===== src/rtl/seven_seg_scan.sv =====
// seven_seg_scan: time-multiplexed driver for a four-digit common-anode
// seven-segment display. Captures the value, blank mask and decimal points
// once per frame, then scans digits 0..3. A dead-time at the start of each
// slot keeps all anodes off so the segment bus settles without ghosting.
//
// Interface timing: there is no valid/ready handshake. data_in, blank and
// dp_in are plain levels sampled on the single edge where the refresh
// counter is all-ones. frame_tick marks the first cycle of the frame in
// which the captured values take effect.
module seven_seg_scan #(
    parameter int COUNT_BITS  = 17,
    parameter int DEAD_CYCLES = 16
) (
    input  logic        clk,
    input  logic        reset,
    input  logic [15:0] data_in,
    input  logic [3:0]  blank,
    input  logic [3:0]  dp_in,
    output logic [3:0]  digit_nibble,
    output logic [3:0]  anode,
    output logic        dp_n,
    output logic        frame_tick
);

    localparam int SLOT_BITS = COUNT_BITS - 2;

    logic [COUNT_BITS-1:0] cnt;
    logic [1:0]            idx;
    logic [SLOT_BITS-1:0]  pos;
    logic                  cnt_max;
    logic                  past_dead;
    logic                  on;

    logic [15:0]           sh_data;
    logic [3:0]            sh_blank;
    logic [3:0]            sh_dp;

    logic [3:0]            nibble_d;
    logic [3:0]            anode_d;
    logic                  dp_n_d;

    assign idx     = cnt[COUNT_BITS-1:COUNT_BITS-2];
    assign pos     = cnt[SLOT_BITS-1:0];
    assign cnt_max = &cnt;

    // With no dead-time the comparison degenerates to "always true", so it
    // is resolved at elaboration instead of comparing against zero.
    generate
        if (DEAD_CYCLES == 0) begin : g_no_dead
            assign past_dead = 1'b1;
        end else begin : g_dead
            localparam logic [SLOT_BITS-1:0] DEAD = SLOT_BITS'(DEAD_CYCLES);
            assign past_dead = (pos >= DEAD);
        end
    endgenerate

    assign on = past_dead & ~sh_blank[idx];

    // Free-running refresh counter; wraps every frame.
    always_ff @(posedge clk or posedge reset) begin
        if (reset) begin
            cnt <= '0;
        end else begin
            cnt <= cnt + {{(COUNT_BITS-1){1'b0}}, 1'b1};
        end
    end

    // Frame shadows: load only at the last cycle of a frame so a digit
    // never tears mid-frame. Display stays dark until the first load.
    always_ff @(posedge clk or posedge reset) begin
        if (reset) begin
            sh_data  <= 16'h0000;
            sh_blank <= 4'b1111;
            sh_dp    <= 4'b0000;
        end else if (cnt_max) begin
            sh_data  <= data_in;
            sh_blank <= blank;
            sh_dp    <= dp_in;
        end
    end

    // Next output values from the current counter and shadow state.
    always_comb begin
        nibble_d = sh_data[{idx, 2'b00} +: 4];
        anode_d  = 4'b1111;
        if (on) begin
            anode_d = ~(4'b0001 << idx);
        end
        dp_n_d   = ~(on & sh_dp[idx]);
    end

    // Registered outputs; the nibble is driven through dead-time too so the
    // decoder has settled before the anode turns on.
    always_ff @(posedge clk or posedge reset) begin
        if (reset) begin
            digit_nibble <= 4'h0;
            anode        <= 4'b1111;
            dp_n         <= 1'b1;
            frame_tick   <= 1'b0;
        end else begin
            digit_nibble <= nibble_d;
            anode        <= anode_d;
            dp_n         <= dp_n_d;
            frame_tick   <= cnt_max;
        end
    end

endmodule


===== config.mk =====
export PLATFORM = sky130hd
export DESIGN_NAME = seven_seg_scan
export DESIGN_NICKNAME = d
export VERILOG_FILES = /design/src/rtl/seven_seg_scan.sv
export SDC_FILE = /design/constraint.sdc
export NUM_CORES = 1
export LEC_CHECK = 0
export ABC_AREA = 1
export CAP_MARGIN = 10
export CORE_UTILIZATION = 56
export CTS_CLUSTER_DIAMETER = 80
export DETAILED_ROUTE_END_ITERATION = 10
export DONT_BUFFER_PORTS = 1
export GPL_ROUTABILITY_DRIVEN = 0
export HOLD_SLACK_MARGIN = 0.03
export PLACE_DENSITY = 0.74
export SLEW_MARGIN = 20
export SYNTH_ARGS = -nofsm -noshare
export SYNTH_HDL_FRONTEND = slang
export SYNTH_SLANG_ARGS = --single-unit

===== constraint.sdc =====
create_clock -name clk -period 2.1 [get_ports clk]
set_clock_uncertainty 0.15 [all_clocks]
set_input_delay 0.42 -clock clk [delete_from_list [all_inputs] [get_ports clk]]
set_output_delay 0.42 -clock clk [all_outputs]
set_load 0.01 [all_outputs]

==> metrics.md <==
| Metric | Value |
|---|---|
| Pwr Density | 658 nW/um^2 |
| Largest net degree at the start of global routing | 52 |
| Max incr delay on CP | about 0.44 ns |
| Psw | 333 uW |
| Crit path max fanout | 17 |
| R2R setup slack | between 0.06 and 0.07 ns |
| Top cell type by total area after synthesis | dfrtp_1 |
| Clock Power Share | 39.9% |
| Share of the synthesized area in the top cell type | a little under half |
| Core Area | 3770 um^2 |
| Final period utilization | 96.8% |
| Endpoints failing setup | 0 |
| CP required | approximately 2.2 ns |
| Met1 GRT Util | approximately 28% |
| CTS Buf Count | 5 |
| GRT Residual Overflow | 0 |
| Share of cells above drive strength 1 | 23.8% |
| Worst reg2reg path depth | 8 |
| WL final | 4.22 mm |
| # DRC | 0 |
| Max-cap viol count | 0 |
| Vias in the first global route | 1,512 |
| Switching share of power | between 10% and 20% |
| Synthesized Nets | 256 |
| Critical Path Source | cnt[0] |
| Critical path's top delay family | flip-flops |
| CP Class | reg2reg |
| Antenna viol nets, final | 0 |
| CP cell instances | ha_4 > nand3_2 > nor2_4 > nand2_2 > nor3_2 > ha_2 > buf_12 > mux2_2 |
| Hold Crit Start | blank[3] |
| Worst slew pin tran | 0.437 ns |
| CTS tree | yes |
| Unique masters post-synth | 25 |
| Placed Area | 2360 um^2 |
| Internal power | 1340 uW |
| Syn Area/Cell | between 10 and 15 um^2 |
| Vias | 1,539 |
| Ys Warns | 0 |
| Die area | roughly 4300 um^2 |
| Fmax achieved | 492 MHz |
| Vias per inst | 5.34 |
| Leak pwr | 0.00121 uW |
| Hold_ws | 0.0624 ns |
| Seq pwr share | 58.6% |
| Worst flop-to-flop path startpoint | cnt[0] |
| Drt initial violations | 136 |
| Port Buf Inserts | 0 |
| Worst slew margin | a little over two thirds |
| Util after Layout | 67.5% |
| Die H | 65.8 um |
| Comb power frac | 1.5% |
| Yosys reg bits | 51 |
| Wire per inst | ~15 um |
| Die width | 65.8 um |
| M2 GR Usage | 34.6% |
| Area contributors post-synth | dfrtp_1 46%, dfstp_2 10%, nand2_1 9.7%, mux2_2 7.9%, inv_1 3.8% |
| Final hold viol count | 0 |
| Worst R2R End | sh_data[11] |
| Synthesized area | between 2000 and 2500 um^2 |
| Met3 global-route usage | 7.76% |
| First-pass GRT wire length | a little under 7 mm |
| Status | complete, no violations |
| Hold-critical path endpoint | sh_blank[3] |
| Final non-filler cell area | between 2000 and 3000 um^2 |
| Post-synthesis cell count | 227 |
| Area grow syn2layout | 11.6% |
| Row count | 22 |
| Num ports | 36 |
| CTS H-tree lvls | 2 |
| GR Util All Layers | 22.0% |
| Worst Path Buf+Inv | 1 |
| Worst Setup Start Kind | register |
| Fin. max-slew vios | 0 |
| Crit path max-delay cell type | dfrtp_1 |
| Post-synthesis sequential area ratio | 56.4% |
| Clock Path Buffers | 2 |
| Clock root cell | clkbuf_8 |
| IR drop worst, VDD | 0.568 mV |
| Clock Latency Late Sink | 0.31 ns |
| Sink Count | 51 |
| Worst Setup End Kind | register |
| First-pass DRT Iterations | 4 |
| Initial antenna violation count | 0 |
| Crit path arrival time | 2.08 ns |
| Initial Util | between 60% and 70% |
| Detail Placement HPWL | 2.94 mm |
| Final net count | 268 |
| Worst-path clk slew | roughly 0.090 ns |
| Tmin final | 2.03 ns |
| Worst hold path class | in2reg |
| GR peak layer | met2 |
| Worst Hold Depth | 2 |
| Diodes inserted | 0 |
-- layer usage --
metal	vias to the layer above	share of wire [%]
li1	756	-
met1	740	44
met4	0	1.3
met3	7	5.1
met2	36	50
met5	-	0
-- power groups by stage --
| stage | registers, uW | clock network (uW) | logic (uW) |
|---|---|---|---|
| global route | 982 | 719 | 29.3 |
| floorplan | 1000 | 0 | 14.5 |
| detailed placement | 1000 | 0 | 24.3 |
| CTS | 982 | 687 | 26.0 |
| global placement | 1000 | 0 | 24.3 |
| finish | 982 | 669 | 24.4 |
-- cells in the mapped netlist --
cell type,n
nor2_2,3
buf_2,1
xnor2_1,2
a21oi_1,1
nand3b_1,1
nand2_4,1
clkbuf_2,1
nand2_2,3
o21ai_0,11
dfstp_2,9
dfrtp_1,42
mux2_2,16
nor2_1,17
ha_1,3
nor3_2,1
inv_1,23
nor2_4,3
nand4_1,5
o2111ai_1,4
xor2_1,6
nand3_1,9
nand3_2,1
o21ai_1,2
nand2_1,59
buf_6,3
-- worst max-delay path by stage --
stage                        to  slack (ns)  cells past startpoint
floorplan            sh_data[0]        0.03                      9
global placement     sh_data[6]        0.11                      8
detailed placement   sh_data[5]        0.01                      8
CTS                 sh_data[11]       0.003                      8
global route           sh_dp[1]       -0.05                      8
finish              sh_data[11]        0.07                      8
-- cells by family after synthesis --
kind of cell | count (synthesis) | synth area share, %
AND/OR/NAND/NOR | 103 | 20.7
flip-flops | 51 | 56.4
buffers and inverters | 28 | 5.70
AO/OA/AOI/OAI | 18 | 4.60
multiplexers | 16 | 7.89
XOR/XNOR | 8 | 3.07
adder cells (fa/ha/maj) | 3 | 1.64
-- cells in the final DEF (no fill, tap or decap), types with 5 or more instances in the layout --
master,synthesis,layout
nor2_1,17,16
nand3_1,9,9
o21ai_0,11,11
mux2_2,16,16
inv_1,23,22
nand2_1,59,59
clkbuf_8,0,5
dfrtp_1,42,42
nand4_1,5,5
buf_4,0,6
xor2_1,6,6
dfstp_2,9,9
-- per-stage QoR --
step | setup TNS (ns) | cells | setup slack (ns) | power, uW
6_report | 0 | 288 | 0.0667 | 1680
5_1_grt | -0.521 | 288 | -0.0524 | 1730
4_1_cts | 0 | 284 | 0.00309 | 1690
3_5_place_dp | 0 | 275 | 0.0119 | 1030
3_3_place_gp | 0 | 275 | 0.112 | 1030
2_1_floorplan | 0 | 227 | 0.0333 | 1020
-- registers in the layout (all words and copies together) (netlist names) --
register,count
sh_dp,4
sh_blank,4
frame_tick,1
digit_nibble,4
dp_n,1
cnt,17
sh_data,16
anode,4
-- area by class of cell --
type	count	area, um^2
Sequential cell	51	1290
Timing Repair Buffer	10	120
Fill cell	283	1220
Tap cell	48	60.1
Inverter	23	86.3
Clock inverter	2	37.5
Multi-Input combinational cell	148	882
Clock buffer	6	72.6
-- what timing repair did --
action,in CTS,in global routing
buffers inserted,0,3
resized for setup,0,4
setup endpoints to repair,0,16
hold buffers,1,0
hold endpoints to repair,42,0
Power figures use the tool's default switching activity.
